$ cat src/rtl/mips_muldiv_unit_if.sv
// Core <-> multiply/divide unit connection: request fields, status and HI/LO.
interface mips_muldiv_unit_if #(
  parameter int DATA_WIDTH = 32
);
  logic                  start;
  logic [2:0]            op;
  logic [DATA_WIDTH-1:0] src_a;
  logic [DATA_WIDTH-1:0] src_b;
  logic                  busy;
  logic                  done;
  logic                  div_by_zero;
  logic [DATA_WIDTH-1:0] hi;
  logic [DATA_WIDTH-1:0] lo;

  modport master (
    output start, op, src_a, src_b,
    input  busy, done, div_by_zero, hi, lo
  );

  modport slave (
    input  start, op, src_a, src_b,
    output busy, done, div_by_zero, hi, lo
  );
endinterface

$ cat src/rtl/mips_muldiv_unit.sv
// Iterative MULT/DIV unit with HI/LO, one bit per cycle.
// Define MIPS_MULDIV_UNSIGNED_EN to enable MULTU/DIVU (op 4/5).
module mips_muldiv_unit #(
  parameter int DATA_WIDTH = 32,
  parameter int CNT_WIDTH  = $clog2(DATA_WIDTH)
) (
  input  logic             clk,
  input  logic             rst,
  mips_muldiv_unit_if.slave md_io
);
  // state  | meaning
  // S_IDLE | waiting for start; MTHI/MTLO handled here
  // S_CALC | one multiplier/quotient bit per cycle
  // S_FIX  | sign correction and HI/LO commit
  typedef enum logic [1:0] {S_IDLE, S_CALC, S_FIX} state_e;

  localparam int DW = DATA_WIDTH;
  localparam logic [2:0] OP_MULT = 3'd0;
  localparam logic [2:0] OP_DIV  = 3'd1;
  localparam logic [2:0] OP_MTHI = 3'd2;
  localparam logic [2:0] OP_MTLO = 3'd3;
`ifdef MIPS_MULDIV_UNSIGNED_EN
  localparam logic [2:0] OP_MULTU = 3'd4;
  localparam logic [2:0] OP_DIVU  = 3'd5;
`endif

  state_e              state_q, state_d;
  logic [CNT_WIDTH-1:0] cnt_q, cnt_d;
  logic [2*DW-1:0]     acc_q, acc_d;
  logic [DW-1:0]       opd_q, opd_d;
  logic                is_div_q, is_div_d;
  logic                neg_lo_q, neg_lo_d;
  logic                neg_hi_q, neg_hi_d;
  logic                dbz_pend_q, dbz_pend_d;
  logic [DW-1:0]       hi_q, hi_d;
  logic [DW-1:0]       lo_q, lo_d;
  logic                done_q, done_d;
  logic                dbz_q, dbz_d;

  logic          mul_op, div_op, signed_op;
  logic          a_neg, b_neg;
  logic [DW-1:0] a_mag, b_mag;
  logic [DW:0]   mul_sum, div_shift, div_diff;
  logic          div_ok;
  logic [2*DW-1:0] prod_neg;
  logic [DW-1:0] quo, rem;

  always_comb begin
    mul_op    = (md_io.op == OP_MULT);
    div_op    = (md_io.op == OP_DIV);
    signed_op = 1'b1;
`ifdef MIPS_MULDIV_UNSIGNED_EN
    if (md_io.op == OP_MULTU) begin
      mul_op    = 1'b1;
      signed_op = 1'b0;
    end
    if (md_io.op == OP_DIVU) begin
      div_op    = 1'b1;
      signed_op = 1'b0;
    end
`endif
  end

  assign a_neg = signed_op & md_io.src_a[DW-1];
  assign b_neg = signed_op & md_io.src_b[DW-1];
  assign a_mag = a_neg ? (-md_io.src_a) : md_io.src_a;
  assign b_mag = b_neg ? (-md_io.src_b) : md_io.src_b;

  // acc holds {partial product, multiplier} or {remainder, dividend/quotient}
  assign mul_sum   = {1'b0, acc_q[2*DW-1:DW]} + (acc_q[0] ? {1'b0, opd_q} : '0);
  assign div_shift = acc_q[2*DW-1:DW-1];
  assign div_diff  = div_shift - {1'b0, opd_q};
  assign div_ok    = ~div_diff[DW];
  assign prod_neg  = -acc_q;
  assign quo       = acc_q[DW-1:0];
  assign rem       = acc_q[2*DW-1:DW];

  always_comb begin
    state_d    = state_q;
    cnt_d      = cnt_q;
    acc_d      = acc_q;
    opd_d      = opd_q;
    is_div_d   = is_div_q;
    neg_lo_d   = neg_lo_q;
    neg_hi_d   = neg_hi_q;
    dbz_pend_d = dbz_pend_q;
    hi_d       = hi_q;
    lo_d       = lo_q;
    done_d     = 1'b0;
    dbz_d      = 1'b0;
    case (state_q)
      S_IDLE: begin
        if (md_io.start) begin
          if (mul_op || div_op) begin
            state_d    = S_CALC;
            cnt_d      = CNT_WIDTH'(DW - 1);
            is_div_d   = div_op;
            acc_d      = {{DW{1'b0}}, (div_op ? a_mag : b_mag)};
            opd_d      = div_op ? b_mag : a_mag;
            neg_lo_d   = a_neg ^ b_neg;
            neg_hi_d   = a_neg;
            dbz_pend_d = div_op && (md_io.src_b == '0);
          end else if (md_io.op == OP_MTHI) begin
            hi_d = md_io.src_a;
          end else if (md_io.op == OP_MTLO) begin
            lo_d = md_io.src_a;
          end
        end
      end
      S_CALC: begin
        if (is_div_q) begin
          acc_d = {(div_ok ? div_diff[DW-1:0] : div_shift[DW-1:0]),
                   acc_q[DW-2:0], div_ok};
        end else begin
          acc_d = {mul_sum, acc_q[DW-1:1]};
        end
        cnt_d = cnt_q - 1'b1;
        if (cnt_q == '0) state_d = S_FIX;
      end
      S_FIX: begin
        if (is_div_q) begin
          // divide-by-zero leaves rem = |dividend|, so the sign fix restores src_a
          lo_d = dbz_pend_q ? '1 : (neg_lo_q ? (-quo) : quo);
          hi_d = neg_hi_q ? (-rem) : rem;
        end else begin
          {hi_d, lo_d} = neg_lo_q ? prod_neg : acc_q;
        end
        done_d  = 1'b1;
        dbz_d   = dbz_pend_q;
        state_d = S_IDLE;
      end
      default: state_d = S_IDLE;
    endcase
  end

  always_ff @(posedge clk or posedge rst) begin
    if (rst) begin
      state_q    <= S_IDLE;
      cnt_q      <= '0;
      acc_q      <= '0;
      opd_q      <= '0;
      is_div_q   <= 1'b0;
      neg_lo_q   <= 1'b0;
      neg_hi_q   <= 1'b0;
      dbz_pend_q <= 1'b0;
      hi_q       <= '0;
      lo_q       <= '0;
      done_q     <= 1'b0;
      dbz_q      <= 1'b0;
    end else begin
      state_q    <= state_d;
      cnt_q      <= cnt_d;
      acc_q      <= acc_d;
      opd_q      <= opd_d;
      is_div_q   <= is_div_d;
      neg_lo_q   <= neg_lo_d;
      neg_hi_q   <= neg_hi_d;
      dbz_pend_q <= dbz_pend_d;
      hi_q       <= hi_d;
      lo_q       <= lo_d;
      done_q     <= done_d;
      dbz_q      <= dbz_d;
    end
  end

  assign md_io.busy        = (state_q != S_IDLE);
  assign md_io.done        = done_q;
  assign md_io.div_by_zero = dbz_q;
  assign md_io.hi          = hi_q;
  assign md_io.lo          = lo_q;
endmodule

$ cat src/flat_wrapper.sv
// flat-port wrapper written by rule: the top's interface ports become plain ports
module mips_muldiv_unit_flat 
#(
  parameter int DATA_WIDTH = 32,
  parameter int CNT_WIDTH  = $clog2(DATA_WIDTH)
)
  (clk, rst, md_io_start, md_io_op, md_io_src_a, md_io_src_b, md_io_busy, md_io_done, md_io_div_by_zero, md_io_hi, md_io_lo);
  mips_muldiv_unit_if #(.DATA_WIDTH(DATA_WIDTH)) md_io_i ();
  input  logic clk;
  input  logic rst;
  input wire logic [$bits(md_io_i.start)-1:0] md_io_start;
  input wire logic [$bits(md_io_i.op)-1:0] md_io_op;
  input wire logic [$bits(md_io_i.src_a)-1:0] md_io_src_a;
  input wire logic [$bits(md_io_i.src_b)-1:0] md_io_src_b;
  output wire logic [$bits(md_io_i.busy)-1:0] md_io_busy;
  output wire logic [$bits(md_io_i.done)-1:0] md_io_done;
  output wire logic [$bits(md_io_i.div_by_zero)-1:0] md_io_div_by_zero;
  output wire logic [$bits(md_io_i.hi)-1:0] md_io_hi;
  output wire logic [$bits(md_io_i.lo)-1:0] md_io_lo;
  assign md_io_i.start = md_io_start;
  assign md_io_i.op = md_io_op;
  assign md_io_i.src_a = md_io_src_a;
  assign md_io_i.src_b = md_io_src_b;
  assign md_io_busy = md_io_i.busy;
  assign md_io_done = md_io_i.done;
  assign md_io_div_by_zero = md_io_i.div_by_zero;
  assign md_io_hi = md_io_i.hi;
  assign md_io_lo = md_io_i.lo;
  mips_muldiv_unit #(.DATA_WIDTH(DATA_WIDTH), .CNT_WIDTH(CNT_WIDTH)) u_core (.clk(clk), .rst(rst), .md_io(md_io_i));
endmodule
$ cat config.mk
export PLATFORM = sky130hd
export DESIGN_NAME = mips_muldiv_unit_flat
export DESIGN_NICKNAME = d
export VERILOG_FILES = /design/src/rtl/mips_muldiv_unit_if.sv /design/src/rtl/mips_muldiv_unit.sv /design/src/flat_wrapper.sv
export SDC_FILE = /design/constraint.sdc
export NUM_CORES = 1
export LEC_CHECK = 0
export BUFFER_PORTS_ARGS = -buffer_cell sky130_fd_sc_hd__clkbuf_2
export CAP_MARGIN = 20
export CORE_UTILIZATION = 40
export DETAILED_ROUTE_END_ITERATION = 10
export GPL_TIMING_DRIVEN = 0
export PLACE_DENSITY = 0.66
export SYNTH_ARGS = -nofsm -noshare
export SYNTH_HDL_FRONTEND = slang
export SYNTH_SLANG_ARGS = --single-unit
$ cat constraint.sdc
create_clock -name clk -period 4.72 [get_ports clk]
set_input_delay 0.472 -clock clk [delete_from_list [all_inputs] [get_ports clk]]
set_output_delay 0.472 -clock clk [all_outputs]
set_load 0.01 [all_outputs]
-- After elaboration in Yosys (flattened, before gate mapping)
Cells that the tools add are included.
- register bits after elaboration: 173
- logic and storage cells: 82
- reductions and logical operators: 14
- add/sub/neg operators: 8
- equal/unequal tests: 12
- mux-type cells: 34
- bitwise operators: 2
- operators by type and width (operator ; number):
    32-bit two-way mux ; 18
    64-bit two-way mux ; 4
    32-bit negator ; 4
    32-bit case mux with 2 select lines ; 2
    64-bit case mux with 2 select lines ; 1
    64-bit negator ; 1
    32-bit by 33-bit adder with 33-bit output ; 1
    33-bit by 32-bit subtractor with 33-bit output ; 1
    32-bit logical NOT ; 1
    5-bit two-way mux ; 2
    5-bit case mux with 2 select lines ; 1
    3-bit AND reduction ; 3
    2-bit by 1-bit != test with 1-bit output (second input constant) ; 4
    3-bit by 2-bit == test with 1-bit output (second input constant) ; 2
    2-bit two-way mux ; 3
    2-bit != test (second input constant) ; 3
    2-bit nonzero test ; 3
    5-bit logical NOT ; 1
    5-bit AND reduction ; 1
    5-bit by 1-bit subtractor with 5-bit output (second input constant) ; 1
    2-bit case mux with 2 select lines ; 1
    4-bit AND reduction ; 1
    3-bit by 1-bit == test with 1-bit output (second input constant) ; 1
    3-bit logical NOT ; 1
    other kinds (8) ; 9

-- Longest topological paths before layout
- depth in word-level cells: 6
- depth in mapped cells: 15

-- Worst setup path before layout
No wires, ideal clock.
- path kind: reg-to-reg
- start point: reg u_core.acc_q[55]
- end point: reg u_core.acc_q[32]
- cell stages (with the launch flop): 14
- arrival time: 3170 ps
- period minus slack after synthesis: 3310 ps
- path buffers: 2
- slack: 1410 ps
- cell sequence: dfrtp_1 -> ha_1 -> a21o_1 -> a2111oi_0 -> a21boi_0 -> a211oi_1 -> a221o_1 -> a21oi_1 -> xnor2_1 -> buf_2 -> clkbuf_1 -> nand2_1 -> o211ai_1 -> o221ai_1
- cells in the longest elaborated chain, start to end: 4
- RTL lines (element ; RTL line ; source):
    start, declared ; mips_muldiv_unit.sv:29 ; logic [2*DW-1:0] acc_q, acc_d;
    start signal, assigned ; mips_muldiv_unit.sv:140 ; acc_q <= '0;
    start signal, assigned ; mips_muldiv_unit.sv:153 ; acc_q <= acc_d;
    33-bit by 32-bit subtractor with 33-bit output ; mips_muldiv_unit.sv:72 ; assign div_diff = div_shift - {1'b0, opd_q};
    32-bit two-way mux ; mips_muldiv_unit.sv:112 ; acc_d = {(div_ok ? div_diff[DW-1:0] : div_shift[DW-1:0]),
    64-bit two-way mux ; mips_muldiv_unit.sv:111 ; if (is_div_q) begin
    64-bit case mux with 2 select lines ; mips_muldiv_unit.sv:91 ; case (state_q)
Every way passes these cells.
A chain may end at the register's enable or synchronous reset.

-- Worst setup path in the final report
- start point: reg u_core.acc_q[31]
- end point: reg u_core.acc_q[38]
Same word-level chain as after synthesis.

==> summary.md <==
| Metric | Value |
|---|---|
| Hpwl dp | 44900 um |
| Measured slew at the worst slew-check pin | 1.11 ns |
| Crit path max fanout | 10 |
| Simple-Gate Fraction of Synth Area | 0.187 |
| Congestion Overflow GR | 0 |
| Clock insertion delay at the later pin of the skew report | 0.45 ns |
| DRC | 0 |
| Share of power burned in registers | 0.224 |
| WL met2 | 26300 um |
| Syn Nets | 1994 |
| P&R area growth vs syn | 13.3% |
| Sequential share of the synthesized area | 0.292 |
| Cells after Synth | 1852 |
| Psw | 6.70 mW |
| Critical Path End Type | flip-flop |
| Async S/R FF share, synth | 1.00 |
| Syn Area/Cell | 8.01 um2 |
| Total Wirelength | 55900 um |
| Site Rows | 70 |
| Post-Layout Cell Count | 2489 |
| Mux cell area share after synthesis | 0.0616 |
| Drt first-iter violations | 1478 |
| Clk buf depth | 2 |
| Max-cap violation count | 0 |
| Core Area | 0.0365 mm2 |
| Vias in the first global route | 14527 |
| Reg2reg setup slack | 0.31 ns |
| Post-synthesis compound-gate area fraction | 0.248 |
| CP required | 5.02 ns |
| Post-DR wirelength/cell | 22.5 um |
| Main synth FF type | dfrtp_1 |
| Sink Count | 173 |
| First-pass GRT wire length | 85200 um |
| Initial Util | 0.406 |
| Worst VDD drop | 0.326 mV |
| TritonCTS clock tree | done |
| Final #Nets | 2150 |
| P_int | 6.48 mW |
| Dpl cell area | 0.0162 mm2 |
| Die Ht | 195 um |
| Antenna-violating nets left | 0 |
| FF+latch count, synth | 173 |
| Syn. warnings | 0 |
| Multi-input combinational cell area | 0.00982 mm2 |
| Largest net degree at the start of global routing | 41 |
| # hold bufs at CTS | 0 |
| Fraction of layout cells with a size suffix above 1 | 0.105 |
| XOR/XNOR share of the synthesized area | 0.103 |
| Placed cell count | 2455 |
| GRT Total Usage | 0.293 |
| Via density | 6.07 |
| GPL Wtd Cong | 1.02 |
| Gate power share | 0.660 |
| Leakage | 7.23 nW |
| WL met1 | 22800 um |
| CP Launch Type | flip-flop |
| Place WS | -0.469 ns |
| Fin crit period | 4.41 ns |
| Status | complete, no violations |
| Sequential cell area | 0.00433 mm2 |
| Clk slew on worst S/H paths | 0.07 ns |
| CTS Buf Count | 17 |
| Power density over the cells | 784 mW/mm2 |
| Fmax achieved | 227 MHz |
| PortBufs | 130 |
| Root Buffer Master | clkbuf_16 |
| Worst min path class | input port to async pin |
| Fin. Hold Viols | 0 |
| Vias | 15102 |
| Top layer in use | met4 |
| Relative slew slack | 0.258 |
| DIE AREA | 0.0379 mm2 |
| WS Path Type | flip-flop to flip-flop |
| Final period utilization | 0.935 |
| Final worst slack | 0.306 ns |
| H-Tree Depth | 4 |
| Main combinational cell family by area after synthesis | compound AO/OA/AOI/OAI gates |
| Post-synthesis adder-cell area fraction | 0.0618 |
| Initial antenna violation count | 0 |
| Clock network power share | 0.115 |
| Drt first pass iters | 6 |
| Mapped Area | 0.0148 mm2 |
| Count of final setup violators | 0 |
| Setup Skew | 0.00949 ns |
| Routed met3 length | 4260 um |
| Critical path arrival | 4.71 ns |
| Setup repair after global routing missed its margin | no |
| Die width | 195 um |
| Slew Limit Fails | 0 |
| Switching share of power | 0.508 |
| Final Cell Area | 0.0168 mm2 |
| Synth cell types | 79 |
| Pwr Total | 13.2 mW |
| WHS | 0.109 ns |
| Post-synth EDFFs | 0 |
| IO Count | 137 |
| Fillers | 3612 |
==> critical path, cell delays in order (launching register included) <==
cell and delay, ns:
dfrtp_1 0.49, inv_1 0.21, ha_1 0.28, fa_1 0.44, nor2b_1 0.19, o31ai_1 0.20
a211oi_1 0.37, a21oi_1 0.17, a211oi_2 0.39, a21oi_1 0.19, xnor2_2 0.17, buf_4 0.17
buf_2 0.28, buf_2 0.36, mux2i_1 0.23, o21ai_0 0.10
==> cells in the mapped netlist (20+ instances only) <==
master    instances  area [um2]
a22oi_1          24         180
ha_1             70         876
nor3_1           25         125
o22ai_1          31         194
nor4_1           22         138
a21oi_1         110         551
mux2i_1          89         891
nand2_1         265         995
o31ai_1          30         225
xor2_1          116        1020
nand3_1          20         100
nor2_1          112         420
nand2b_1         20         125
a31oi_1          32         200
inv_1            61         229
o21ai_0         191         956
a32oi_1          21         184
xnor2_1          58         508
dfrtp_1         173        4330
a21o_1           45         338
clkbuf_1         98         368
==> layer usage <==
metal | GRT usage | vias up
li1 | - | 7028
met1 | 0.372 | 7203
met2 | 0.491 | 725
met3 | 0.0371 | 146
met4 | 0.142 | 0
met5 | 0 | -
==> repair_timing <==
item	CTS	global route
pin swaps	0	1
endpoints found under the setup margin	22	1
gates resized for setup	3	0
buffers inserted	0	2
==> cells by family after synthesis <==
kind of cell | count (synthesis)
AOI/OAI and AO/OA | 583
xor gates and xnor gates | 174
adders and majority gates | 72
buffers and inverters | 178
DFF | 173
muxes | 91
and+or+nand+nor | 581
==> path summary, 6_finish.rpt <==
check                                 start                  to  cells past startpoint
setup / recovery           u_core.acc_q[31]    u_core.acc_q[38]                     15
hold / removal                          rst  u_core.md_io.lo[7]                      2
setup reg to reg           u_core.acc_q[31]    u_core.acc_q[38]                     15
hold reg to reg             u_core.cnt_q[4]   u_core.state_q[1]                      1
max in group asynchronous               rst    u_core.acc_q[57]                      5
min in group clk            md_io_src_b[30]   u_core.dbz_pend_q                      4
==> area by class of cell <==
class                           count  area share
Timing Repair Buffer              137      0.0450
Clock inverter                     10     0.00827
Antenna cell                        1    0.000149
Inverter                           62      0.0141
Tap cell                          468      0.0348
Clock buffer                       21      0.0280
Multi-Input combinational cell   1501       0.585
Sequential cell                   173       0.258
Buffer                            116      0.0273
==> state kept, by name, indices dropped and copies added (netlist names) <==
signal / flops
u_core.opd_q: 32
u_core.is_div_q: 1
u_core.state_q: 2
u_core.acc_q: 64
u_core.dbz_pend_q: 1
u_core.neg_hi_q: 1
u_core.md_io.done: 1
u_core.md_io.lo: 32
u_core.md_io.div_by_zero: 1
u_core.md_io.hi: 32
u_core.neg_lo_q: 1
u_core.cnt_q: 5
==> metrics by stage <==
step / util / TNS [ns]
4_1_cts: 0.460 / 0
3_3_place_gp: 0.440 / -5.58
2_1_floorplan: - / 0
6_report: 0.460 / 0
5_1_grt: 0.460 / 0
3_5_place_dp: 0.443 / -5.15
==> power groups by stage <==
stage	clock, mW	combinational, mW	sequential (mW)
global placement	0	8.36	2.93
CTS	1.52	8.55	2.92
finish	1.52	8.70	2.95
floorplan	0	6.13	2.79
global route	1.57	9.52	3.03
detailed placement	0	8.48	2.94
==> cell usage in the layout (no fill, tap or decap), types with 70 or more instances in the layout <==
cell	instances
nand2_1	265
o21ai_0	191
dfrtp_1	173
clkbuf_2	131
xor2_1	116
nor2_1	112
a21oi_1	110
clkbuf_1	98
mux2i_1	89
ha_1	70
No activity file was read; power rests on OpenSTA's default activity.
